`config.mk`:
```
export PLATFORM = sky130hd
export DESIGN_NAME = aux_uart_word_loader
export DESIGN_NICKNAME = d
export VERILOG_FILES = /design/src/rtl/aux_uart_word_loader.sv
export SDC_FILE = /design/constraint.sdc
export NUM_CORES = 1
export LEC_CHECK = 0
export CORE_MARGIN = 2
export CORE_UTILIZATION = 30
export DETAILED_ROUTE_END_ITERATION = 8
export PLACE_DENSITY = 0.53
export SLEW_MARGIN = 20
export SYNTH_ARGS = -nofsm -noshare
export SYNTH_HDL_FRONTEND = slang
export SYNTH_SLANG_ARGS = --single-unit
export TNS_END_PERCENT = 20
```
`constraint.sdc`:
```
create_clock -name clk -period 6.9 [get_ports clk]
set_input_delay 0.69 -clock clk [delete_from_list [all_inputs] [get_ports clk]]
set_output_delay 0.69 -clock clk [all_outputs]
set_load 0.01 [all_outputs]
```
`src/rtl/aux_uart_word_loader.sv`:
```
// aux_uart_word_loader
//
// Receives 8N1 bytes on the auxiliary boot UART line and packs them
// little-endian into 32-bit words for program-memory loading. Each
// completed word is presented with an auto-incrementing word address
// and a one-cycle write strobe.
//
// Ports:
//   clk            system clock
//   reset          synchronous, active-high reset
//   aux_uart_rx    asynchronous serial input, idles high
//   addr_clear     one-cycle pulse; returns the word address to 0
//   byte_valid     one-cycle pulse per byte received with a good stop bit
//   byte_data      last good byte, held until the next good byte
//   word_valid     one-cycle write strobe for word_data / word_addr
//   word_addr      word address of word_data (valid with word_valid)
//   word_data      assembled word {b3,b2,b1,b0}, b0 received first
//   framing_error  one-cycle pulse when the stop bit is sampled low
//   busy           high whenever the receiver is not idle
//
// Handshake: word_valid / byte_valid are strobes with no back-pressure;
// the consumer must accept data in the cycle the strobe is high.
module aux_uart_word_loader #(
    parameter int CLK_FREQUENCY = 50_000_000,
    parameter int BAUD_RATE     = 115200,
    parameter int ADDR_WIDTH    = 12,
    parameter int GAP_BITS      = 32
) (
    input  logic                  clk,
    input  logic                  reset,
    input  logic                  aux_uart_rx,
    input  logic                  addr_clear,
    output logic                  byte_valid,
    output logic [7:0]            byte_data,
    output logic                  word_valid,
    output logic [ADDR_WIDTH-1:0] word_addr,
    output logic [31:0]           word_data,
    output logic                  framing_error,
    output logic                  busy
);

    localparam int DIV       = CLK_FREQUENCY / BAUD_RATE;
    localparam int CW        = $clog2(DIV);
    localparam int GAP_LIMIT = GAP_BITS * DIV;
    localparam int GW        = $clog2(GAP_LIMIT + 1);

    localparam logic [CW-1:0] HALF_LOAD = CW'(DIV / 2 - 1);
    localparam logic [CW-1:0] FULL_LOAD = CW'(DIV - 1);
    localparam logic [GW-1:0] GAP_MAX   = GW'(GAP_LIMIT);

    typedef enum logic [2:0] {
        S_IDLE,
        S_START,
        S_DATA,
        S_STOP,
        S_BREAK
    } state_t;

    state_t                state;
    logic                  rx_meta;
    logic                  rx_s;
    logic [CW-1:0]         cnt;
    logic                  tick;
    logic [2:0]            bit_idx;
    logic [7:0]            shreg;
    logic [1:0]            byte_idx;
    logic [23:0]           word_buf;
    logic [ADDR_WIDTH-1:0] addr_q;
    logic [GW-1:0]         gap_cnt;

    // Two-flop synchronizer; resets to the idle (high) line level so a
    // reset never looks like a start bit.
    always_ff @(posedge clk) begin
        if (reset) begin
            rx_meta <= 1'b1;
            rx_s    <= 1'b1;
        end else begin
            rx_meta <= aux_uart_rx;
            rx_s    <= rx_meta;
        end
    end

    assign tick = (cnt == '0);

    always_ff @(posedge clk) begin
        if (reset) begin
            state         <= S_IDLE;
            cnt           <= '0;
            bit_idx       <= '0;
            shreg         <= '0;
            byte_idx      <= '0;
            word_buf      <= '0;
            addr_q        <= '0;
            gap_cnt       <= '0;
            byte_valid    <= 1'b0;
            byte_data     <= '0;
            word_valid    <= 1'b0;
            word_addr     <= '0;
            word_data     <= '0;
            framing_error <= 1'b0;
            busy          <= 1'b0;
        end else begin
            byte_valid    <= 1'b0;
            word_valid    <= 1'b0;
            framing_error <= 1'b0;

            // Free-running countdown; states reload it on their tick.
            if (!tick) begin
                cnt <= cnt - 1'b1;
            end

            case (state)
                S_IDLE: begin
                    // Long idle line: drop any partially assembled word.
                    if (gap_cnt != GAP_MAX) begin
                        gap_cnt <= gap_cnt + 1'b1;
                    end else begin
                        byte_idx <= '0;
                    end
                    if (!rx_s) begin
                        cnt     <= HALF_LOAD;
                        gap_cnt <= '0;
                        busy    <= 1'b1;
                        state   <= S_START;
                    end
                end
                S_START: begin
                    if (tick) begin
                        if (rx_s) begin
                            // Line went back high before mid-start-bit: glitch.
                            busy  <= 1'b0;
                            state <= S_IDLE;
                        end else begin
                            cnt     <= FULL_LOAD;
                            bit_idx <= '0;
                            state   <= S_DATA;
                        end
                    end
                end
                S_DATA: begin
                    if (tick) begin
                        shreg <= {rx_s, shreg[7:1]};
                        cnt   <= FULL_LOAD;
                        if (bit_idx == 3'd7) begin
                            state <= S_STOP;
                        end else begin
                            bit_idx <= bit_idx + 1'b1;
                        end
                    end
                end
                S_STOP: begin
                    if (tick) begin
                        if (rx_s) begin
                            byte_valid <= 1'b1;
                            byte_data  <= shreg;
                            if (byte_idx == 2'd3) begin
                                word_valid <= 1'b1;
                                word_data  <= {shreg, word_buf};
                                word_addr  <= addr_q;
                                addr_q     <= addr_q + 1'b1;
                                byte_idx   <= '0;
                            end else begin
                                case (byte_idx)
                                    2'd0:    word_buf[7:0]   <= shreg;
                                    2'd1:    word_buf[15:8]  <= shreg;
                                    default: word_buf[23:16] <= shreg;
                                endcase
                                byte_idx <= byte_idx + 1'b1;
                            end
                            busy  <= 1'b0;
                            state <= S_IDLE;
                        end else begin
                            framing_error <= 1'b1;
                            byte_idx      <= '0;
                            state         <= S_BREAK;
                        end
                    end
                end
                S_BREAK: begin
                    // Wait out a held-low line before hunting for a start bit.
                    if (rx_s) begin
                        busy  <= 1'b0;
                        state <= S_IDLE;
                    end
                end
                default: begin
                    busy  <= 1'b0;
                    state <= S_IDLE;
                end
            endcase

            // Placed last so it overrides a same-cycle increment; a word
            // already strobed keeps the address it was latched with.
            if (addr_clear) begin
                addr_q <= '0;
            end
        end
    end

endmodule

```
==> key figures, run 1 <==
Critical path
  • Setup crit end: addr_q[3]
  • CP Data Arrival Time: 3580 ps
  • Critical setup path kind: flip-flop to flip-flop
  • Req. time, crit path: 7250 ps
  • Reg2Reg Setup Slack: 3670 ps
  • RR Startpoint: cnt[0]
  • Reg2Reg Depth: 7
  • CP Launch Type: flip-flop
  • CP max FO: 33
  • Setup crit end kind: flip-flop
  • Worst setup path startpoint: cnt[0]
  • Worst R2R End: addr_q[3]

Final layout
  • Area growth, synth to finish: 24.8%
  • Diodes inserted: 0
  • Multi-input gate area: 2660 um^2
  • NumNets Final: 711
  • Fillers: 1851
  • Seq. cell area: 2660 um^2
  • Layout cells sized above 1: 7.48%

Global routing
  • Antenna violations before repair: 0
  • Gr ovfl total: 0
  • Largest net degree at the start of global routing: 109
  • Total GRT Usage: 14.5%
  • Vias in the first global route: 4539
  • First-pass GRT wire length: 22900 um

STA
  • Final period utilization: 46.8%
  • Setup violators final: 0
  • Slew Limit Fails: 0
  • Worst clock skew: 9.25 ps
  • F_max: 310 MHz
  • Unrepaired setup endpoints after global routing: false
  • Relative slew slack: 41.2%
  • Final Hold Vio Count: 0
  • Final setup TNS: 0 ps
  • Worst-Margin Slew: 874 ps
  • Tmin final: 3230 ps

Synth
  • Yosys warns: 0
  • Most frequent cells after synthesis: 133 x dfxtp_1, 132 x nand2_1, 87 x a21oi_1, 46 x nor2_1, 32 x clkbuf_1
  • Post-Synthesis Cell Area: 5520 um^2
  • Distinct cells, synth: 53
  • Mapped Cells: 653
  • Largest area contributor in the netlist: dfxtp_1
  • Seq/Total Area, Yosys: 48.3%
  • Ys async rst share: 0%
  • Post-synth EDFFs: 0
  • Synth top area share: 48.3%
  • Syn nets: 668
  • Top FF cell, synth: dfxtp_1
  • Synth area leaders: dfxtp_1 48%, nand2_1 9.0%, a21oi_1 7.9%
  • Cell with the most instances after synthesis: dfxtp_1
  • Syn_area_per_cell: 8.45 um^2
  • Post-synthesis register bit count: 133

Placed design
  • DP Wirelength: 9010 um
  • IO Port Bufs: 59
  • GPL Wtd Cong: 0.778

Power
  • Worst vdd ir: 203 uV
  • Pleak: 2.36 nW
  • Cell Pwr Density: 283 nW/um^2
  • Tot Pwr: 0.00195 W

Floorplanning
  • Die X: 140 um
  • Die Height: 140 um
  • Die ar.: 19500 um^2
  • Top Ports: 60
  • Initial core utilization: 30.6%
  • # rows: 49
  • Core Area: 18000 um^2

Outcome
  • Status: finished, final reports clean

Clocking
  • CTS tree: done
  • Clk sinks: 133
  • TritonCTS Buffers: 17
  • Post_cts resized: 0
  • Setup Buffers After CTS: 0
  • Worst-path clk slew: 60 ps
  • Worst-case clock buffer depth: 2
  • Clock root buffer: clkbuf_16
  • Hold_buf cts: 0
  • Clock Latency Late Sink: 420 ps
  • H-Tree Depth: 4

Route
  • Initial DRC Count: 345
  • Avg Vias per Cell: 5.07
  • WL met2: 6480 um
  • ANT nets after route: 0
  • Vias: 4756
  • Met1 wire length: 6550 um
  • First-pass detailed-route iteration total: 4
  • Met3 wire length: 428 um
  • Drt total wl: 13700 um
  • DRC errors left: 0
  • Wirelength per Cell: 14.6 um
  • Top sig layer: met4

Hold path
  • Worst Hold Class: flip-flop to flip-flop

Flow run
  • Max-Cap Viols: 0
where the power goes:
group | internal, W | switching, W | total (W)
clock network | 0.000560 | 0.000337 | 0.000898
logic | 0.0000949 | 0.000140 | 0.000234
registers | 0.000789 | 0.0000280 | 0.000817
cell usage in the layout, fill, tap and decap left out, types with 2 or more instances in the layout:
| cell | instances |
|---|---|
| buf_4 | 5 |
| o21ai_0 | 13 |
| a311oi_1 | 2 |
| nor4_1 | 5 |
| or4_1 | 9 |
| xor2_1 | 4 |
| mux2i_1 | 28 |
| nand2b_1 | 7 |
| and4_1 | 3 |
| clkinv_4 | 3 |
| nor2_1 | 46 |
| o31ai_1 | 6 |
| or3_2 | 2 |
| or3b_2 | 2 |
| nand4b_1 | 2 |
| a31oi_1 | 6 |
| o2bb2ai_1 | 2 |
| or3_1 | 13 |
| clkdlybuf4s50_1 | 58 |
| nand2_1 | 132 |
| clkbuf_8 | 3 |
| xnor2_1 | 4 |
| nor4b_1 | 3 |
| clkbuf_16 | 17 |
| nor3b_1 | 2 |
| clkinv_2 | 2 |
| and3_1 | 3 |
| a21oi_1 | 87 |
| inv_1 | 10 |
| nand3_1 | 25 |
| nor3_1 | 8 |
| nor2b_1 | 6 |
| bufinv_16 | 2 |
| nand4_1 | 11 |
| o21a_1 | 2 |
| or2_2 | 7 |
| ha_1 | 11 |
| dfxtp_1 | 133 |
| clkinvlp_4 | 4 |
area by class of cell:
| class | instances | share of cell area, % |
|---|---|---|
| Sequential cell | 133 | 38.7 |
| Tap cell | 229 | 4.16 |
| Clock inverter | 11 | 1.84 |
| Multi-Input combinational cell | 470 | 38.6 |
| Clock buffer | 21 | 6.83 |
| Timing Repair Buffer | 64 | 9.38 |
| Inverter | 10 | 0.545 |
per-layer routing:
| layer | GRT usage [%] | vias up |
|---|---|---|
| met5 | 0 | - |
| met4 | 4.74 | 0 |
| met3 | 4.54 | 18 |
| met2 | 23.7 | 72 |
| met1 | 18.4 | 2297 |
| li1 | - | 2369 |
stage by stage:
step | util (%) | cells | hold WS, ps | cell area (um^2) | worst slack, ps
after floorplan | - | 653 | 389 | 5520 | 4380
after global placement | 34.7 | 905 | 397 | 6260 | 3800
after detailed placement | 34.7 | 905 | 398 | 6260 | 3610
after CTS | 38.0 | 937 | 417 | 6860 | 3660
after global routing | 38.2 | 938 | 431 | 6890 | 3390
final | 38.2 | 938 | 416 | 6890 | 3670
worst max-delay path, cell delays in order (launching register included):
cell and delay [ps]:
dfxtp_1 320, inv_1 80, ha_1 270, nor4b_2 640, nand4_1 790, buf_4 520, or3_1 380, a21oi_1 140
state kept, by name, indices dropped and copies added (netlist names):
signal         flops
addr_q            12
bit_idx            3
busy               1
byte_data          8
byte_idx           2
byte_valid         1
cnt                9
framing_error      1
gap_cnt           14
rx_meta            1
rx_s               1
shreg              8
state              3
word_addr         12
word_buf          24
word_data         32
word_valid         1
kinds of logic (layout without fill, tap and decap cells):
logic type | after synthesis | count (layout) | share of synthesized area (%)
buffers and inverters | 50 | 106 | 3.58
adders and majority gates | 11 | 11 | 2.50
and+or+nand+nor | 296 | 296 | 26.4
AOI/OAI and AO/OA | 127 | 127 | 12.9
xor gates and xnor gates | 8 | 8 | 1.27
DFF | 133 | 133 | 48.3
muxes | 28 | 28 | 5.08
worst min path at each step:
| stage | startpoint | endpoint | cells past startpoint | slack [ps] |
|---|---|---|---|---|
| finish | rx_meta | rx_s | 1 | 420 |
| global route | rx_meta | rx_s | 1 | 430 |
| CTS | rx_meta | rx_s | 1 | 420 |
| detailed placement | rx_meta | rx_s | 1 | 400 |
| global placement | rx_meta | rx_s | 1 | 400 |
| floorplan | rx_meta | rx_s | 1 | 390 |
No activity file was read; power rests on OpenSTA's default activity.
==> inputs of run 2 (changes only) <==
--- a/config.mk
+++ b/config.mk
@@ -8,7 +8,7 @@
 export CORE_MARGIN = 2
 export CORE_UTILIZATION = 30
 export DETAILED_ROUTE_END_ITERATION = 8
-export PLACE_DENSITY = 0.53
+export PLACE_DENSITY = 0.54
 export SLEW_MARGIN = 20
 export SYNTH_ARGS = -nofsm -noshare
 export SYNTH_HDL_FRONTEND = slang
==> constraint.sdc (replaced) <==
create_clock -name clk -period 2.8 [get_ports clk]
set_input_delay 0.28 -clock clk [delete_from_list [all_inputs] [get_ports clk]]
set_output_delay 0.28 -clock clk [all_outputs]
set_load 0.01 [all_outputs]
==> run 2 against run 1 <==
Routed wire length rose by 3.8%. Sequential share of layout area shrank 0.81 points. Register-to-register slack got worse by 3400 ps. Cell area is 2.1% higher. Critical path type unchanged. Largest cell class unchanged.
==> key figures, run 2 (synthesized netlist as in run 1, its figures left out) <==
Hold path
  • Worst Hold Class: input port to flip-flop
  • Worst hold stages: 2 (+1)

Final layout
  • Post-layout instance area: 7030 um^2 (+2.1%)
  • Diodes inserted: 0 (unchanged)
  • Top reg by flops: word_data
  • NumNets Final: 729 (+2.5%)
  • Layout cells sized above 1: 10.0% (+2.6 points)
  • Fillers: 1859 (+0.43%)
  • Commonest non-fill, non-tap cell in the layout: dfxtp_1
  • Biggest regs: word_data: 32 flops, word_buf: 24 flops, gap_cnt: 14 flops
  • Area growth, synth to finish: 27.5%
  • Most frequent cells in the layout: 133 x dfxtp_1, 132 x nand2_1, 87 x a21oi_1, 58 x clkdlybuf4s50_1, 46 x nor2_1
  • Number of flip-flops in the largest register: 32 (unchanged)

Route
  • Wirelength per Cell: 14.9 um (+1.9%)
  • DRC errors left: 0 (unchanged)
  • Vias: 4799 (+0.90%)
  • Initial DRC Count: 274 (-21%)
  • ANT nets after route: 0 (unchanged)
  • Avg Vias per Cell: 5.02 (-1.0%)
  • Drt total wl: 14200 um (+3.8%)
  • First-pass detailed-route iteration total: 4 (unchanged)

Floorplanning
  • Die Height: 140 um (unchanged)
  • Initial core utilization: 30.6% (unchanged)
  • Core Area: 18000 um^2 (unchanged)
  • # rows: 49 (unchanged)
  • Top Ports: 60 (unchanged)
  • Die X: 140 um (unchanged)
  • Die ar.: 19500 um^2 (unchanged)

STA
  • Tmin final: 2570 ps (-665 ps)
  • Final period utilization: 91.6% (+45 points)
  • Worst clock skew: 7.80 ps (-1.45 ps)
  • Setup violators final: 0 (unchanged)
  • Worst-Margin Slew: 785 ps (-88.7 ps)
  • Final Hold Vio Count: 0 (unchanged)
  • Final setup TNS: 0 ps (unchanged)
  • Relative slew slack: 47.5% (+6.3 points)
  • F_max: 390 MHz (+26%)
  • Unrepaired setup endpoints after global routing: false
  • Slew Limit Fails: 0 (unchanged)

Global routing
  • Vias in the first global route: 4723 (+4.1%)
  • Total GRT Usage: 15.0% (+0.45 points)
  • Gr ovfl total: 0 (unchanged)
  • First-pass GRT wire length: 23600 um (+3.0%)
  • Antenna violations before repair: 0 (unchanged)
  • Largest net degree at the start of global routing: 55 (-50%)

Clocking
  • Clock root buffer: clkbuf_16
  • Clk sinks: 133 (unchanged)
  • Worst-case clock buffer depth: 2 (unchanged)
  • TritonCTS Buffers: 17 (unchanged)
  • Worst-path clk slew: 60 ps (about the same)
  • Clock Latency Late Sink: 430 ps (about the same)
  • Setup Buffers After CTS: 0 (unchanged)
  • CTS tree: done
  • H-Tree Depth: 4 (unchanged)

Critical path
  • CP Launch Type: flip-flop
  • Critical setup path kind: flip-flop to flip-flop
  • CP max FO: 8 (-76%)
  • Req. time, crit path: 3150 ps (-4100 ps)
  • Setup crit end kind: flip-flop
  • CP Data Arrival Time: 2910 ps (-670 ps)
  • Reg2Reg Depth: 6 (-1)

Placed design
  • GPL Wtd Cong: 0.881 (+13%)
  • IO Port Bufs: 59 (unchanged)
  • Placed Area: 6410 um^2 (+2.5%)
  • DP Wirelength: 9840 um (+9.2%)

Outcome
  • Status: finished, final reports clean

Power
  • Worst vdd ir: 514 uV (+150%)
  • Pleak: 2.46 nW (+4.0%)
  • Cell Pwr Density: 706 nW/um^2 (+150%)

Flow run
  • Max-Cap Viols: 0 (unchanged)
==> run 2: metrics by stage <==
step	util [%]	power (W)	setup WS, ps	hold slack (ps)	instances
2_1_floorplan	-	0.00250	282	384	653
4_1_cts	39.0	0.00500	144	337	956
5_1_grt	39.0	0.00517	64.2	363	956
6_report	39.0	0.00496	234	354	956
3_3_place_gp	35.6	0.00268	283	392	924
3_5_place_dp	35.6	0.00269	171	401	924
==> run 2: layout make-up <==
cell class / count / area [um^2] / area share, %
Timing Repair Buffer: 82 / 773 / 11.0
Sequential cell: 133 / 2660 / 37.9
Clock buffer: 18 / 439 / 6.24
Tap cell: 229 / 287 / 4.07
Multi-Input combinational cell: 470 / 2660 / 37.8
Inverter: 10 / 37.5 / 0.534
Clock inverter: 14 / 175 / 2.49
==> run 2: repair_timing <==
| action | 4_1_cts | 5_1_grt |
|---|---|---|
| setup endpoints to repair | 0 | 2 |
| resized for setup | 0 | 1 |
| hold buffers | 0 | 0 |
==> run 2: worst max-delay path, cell delays in order, from the launching register on <==
cell and delay (ps):
dfxtp_1 330, inv_1 90, ha_1 240, or4b_1 550, or4_4 600, or4_1 520, a21oi_1 160
==> run 2: report_power, final <==
group	internal (W)	total, W	leakage, nW	switching [W]
clock	0.00143	0.00231	0.293	0.000875
combinational	0.000293	0.000653	1.09	0.000359
sequential	0.00194	0.00200	1.07	0.0000620
==> run 2: path summary, 6_finish.rpt <==
kind            from     endpoint  slack (ps)
max           cnt[0]   addr_q[11]         230
min            reset  word_buf[0]         350
max reg2reg   cnt[0]   addr_q[11]         230
min reg2reg  rx_meta         rx_s         410
==> run 2: per-layer routing <==
layer,GRT usage [%],routed length (um)
met1,18.6,6590
met3,4.27,606
met5,0,0
met4,7.11,317
met2,24.1,6700
==> inputs of run 3 (changes only) <==
--- a/config.mk
+++ b/config.mk
@@ -6,9 +6,9 @@
 export NUM_CORES = 1
 export LEC_CHECK = 0
 export CORE_MARGIN = 2
-export CORE_UTILIZATION = 30
+export CORE_UTILIZATION = 45
 export DETAILED_ROUTE_END_ITERATION = 8
-export PLACE_DENSITY = 0.54
+export PLACE_DENSITY = 0.73
 export SLEW_MARGIN = 20
 export SYNTH_ARGS = -nofsm -noshare
 export SYNTH_HDL_FRONTEND = slang
==> run 3 against run 2 <==
Worst setup slack lost 4.0 ps. Clock power is 8% lower. Critical endpoint is now cnt[0]. Cell area shrank 2.7%. Register-to-register slack about the same.
==> key figures, run 3 (synthesized netlist as in run 1, its figures left out) <==
Outcome
  • Status: finished, final reports clean

Clocking
  • Hold_buf cts: 0 (unchanged)
  • H-Tree Depth: 4 (unchanged)
  • Worst-case clock buffer depth: 2 (unchanged)
  • Clk sinks: 133 (unchanged)
  • CTS tree: done
  • Clock Latency Late Sink: 410 ps (-20 ps)
  • Worst-path clk slew: 60 ps (about the same)
  • Clock root buffer: clkbuf_16
  • TritonCTS Buffers: 17 (unchanged)

Route
  • ANT nets after route: 0 (unchanged)
  • Avg Vias per Cell: 5.52 (+9.9%)
  • Drt total wl: 12500 um (-12%)
  • Initial DRC Count: 353 (+29%)
  • Wirelength per Cell: 14.3 um (-3.5%)
  • Vias: 4793 (-0.13%)
  • First-pass detailed-route iteration total: 5 (+1)
  • DRC errors left: 0 (unchanged)

Placed design
  • IO Port Bufs: 59 (unchanged)
  • GPL Wtd Cong: 0.842 (-4.4%)
  • DP Wirelength: 8560 um (-13%)
  • Place WS: 159 ps (-11.3 ps)
  • Placed Area: 6260 um^2 (-2.4%)

Floorplanning
  • Initial core utilization: 45.9% (+15 points)
  • # rows: 40 (-18%)
  • Die X: 115 um (-18%)
  • Core Area: 12000 um^2 (-33%)
  • Die Height: 115 um (-18%)
  • Die ar.: 13200 um^2 (-32%)
  • Top Ports: 60 (unchanged)

Final layout
  • Number of flip-flops in the largest register: 32 (unchanged)
  • Fillers: 1079 (-42%)
  • Area growth, synth to finish: 24.0%
  • Commonest non-fill, non-tap cell in the layout: dfxtp_1
  • Most frequent cells in the layout: 133 x dfxtp_1, 132 x nand2_1, 87 x a21oi_1, 58 x clkdlybuf4s50_1, 45 x nor2_1
  • Layout cells sized above 1: 9.42% (-0.62 points)
  • Top reg by flops: word_data
  • NumNets Final: 724 (-0.69%)
  • Post-layout instance area: 6840 um^2 (-2.7%)
  • Diodes inserted: 0 (unchanged)
  • Biggest regs: word_data: 32 flops, word_buf: 24 flops, gap_cnt: 14 flops

Global routing
  • Antenna violations before repair: 0 (unchanged)
  • Largest net degree at the start of global routing: 109 (+98%)
  • Vias in the first global route: 4519 (-4.3%)
  • Total GRT Usage: 19.5% (+4.6 points)
  • Gr ovfl total: 0 (unchanged)
  • First-pass GRT wire length: 20800 um (-12%)

Critical path
  • CP Data Arrival Time: 2810 ps (-100 ps)
  • CP Launch Type: flip-flop
  • Req. time, crit path: 3040 ps (-110 ps)
  • CP peak stage delay: 490 ps (-110 ps)
  • Crit-path cells: inv_1 -> ha_1 -> or4b_1 -> buf_4 -> nor2_2 -> inv_1 -> ha_1 -> a31oi_1 -> a2bb2oi_1 -> a21oi_1
  • Setup crit end kind: flip-flop
  • Slowest stage cell, crit path: or4b_1
  • Critical setup path kind: flip-flop to flip-flop
  • CP max FO: 7 (-1)

STA
  • Final setup TNS: 0 ps (unchanged)
  • Unrepaired setup endpoints after global routing: false
  • Setup violators final: 0 (unchanged)
  • Relative slew slack: 28.8% (-19 points)
  • Final period utilization: 91.8% (+0.14 points)
  • Tmin final: 2570 ps (+3.97 ps)
  • Worst clock skew: 6.10 ps (-1.70 ps)
  • Final Hold Vio Count: 0 (unchanged)
  • Fin worst setup slack: 230 ps (-3.97 ps)
  • Slew Limit Fails: 0 (unchanged)
  • Worst-Margin Slew: 1070 ps (+283 ps)
  • F_max: 389 MHz (-0.15%)

Power
  • Worst vdd ir: 341 uV (-34%)
  • Cell Pwr Density: 694 nW/um^2 (-1.6%)
  • Pleak: 2.41 nW (-2.0%)

Flow run
  • Max-Cap Viols: 0 (unchanged)

Hold path
  • Worst Hold Class: flip-flop to flip-flop
run 3: layout make-up:
class / instances / area, um^2 / share of cell area, %
Clock buffer: 19 / 453 / 6.62
Clock inverter: 13 / 123 / 1.79
Inverter: 10 / 37.5 / 0.549
Multi-Input combinational cell: 470 / 2660 / 38.9
Sequential cell: 133 / 2660 / 38.9
Tap cell: 147 / 184 / 2.69
Timing Repair Buffer: 77 / 723 / 10.6
run 3: repair_timing:
action / CTS / global route
setup buffers: 0 / 0
gates resized for setup: 0 / 1
endpoints found under the setup margin: 0 / 1
run 3: stage by stage:
| step | utilization, % | power [W] | hold slack (ps) | instances |
|---|---|---|---|---|
| after global routing | 56.9 | 0.00492 | 446 | 869 |
| after detailed placement | 52.1 | 0.00265 | 398 | 837 |
| after CTS | 56.9 | 0.00477 | 411 | 869 |
| final | 56.9 | 0.00475 | 410 | 869 |
| after global placement | 52.1 | 0.00262 | 393 | 837 |
| after floorplan | - | 0.00250 | 384 | 653 |
run 3: critical path, delay by kind of cell (launching register included):
| kind | cells | cell delay [ps] |
|---|---|---|
| buffers and inverters | 3 | 420 |
| flip-flops | 1 | 320 |
| adder cells (fa/ha/maj) | 2 | 590 |
| AO/OA/AOI/OAI | 3 | 420 |
| AND/OR/NAND/NOR | 2 | 650 |
run 3: routing by layer:
metal,track usage [%],vias up,wire [um]
li1,-,2402,-
met1,25.3,2264,5690
met2,31.5,111,5960
met3,5.29,16,651
met4,7.15,0,172
met5,0,-,0
run 3: worst paths after layout:
| kind | startpoint | endpoint | slack, ps | depth (start not counted) |
|---|---|---|---|---|
| hold / removal | rx_meta | rx_s | 410 | 1 |
| setup reg to reg | cnt[0] | cnt[0] | 230 | 10 |
| hold reg to reg | rx_meta | rx_s | 410 | 1 |
| setup / recovery | cnt[0] | cnt[0] | 230 | 10 |
run 3: power breakdown:
| group | internal, W | leakage [nW] | total (W) | switching (W) |
|---|---|---|---|---|
| Sequential | 0.00194 | 1.07 | 0.00200 | 0.0000617 |
| Combinational | 0.000259 | 1.06 | 0.000619 | 0.000360 |
| Clock | 0.00128 | 0.273 | 0.00213 | 0.000850 |
| Total | 0.00348 | 2.41 | 0.00475 | 0.00127 |
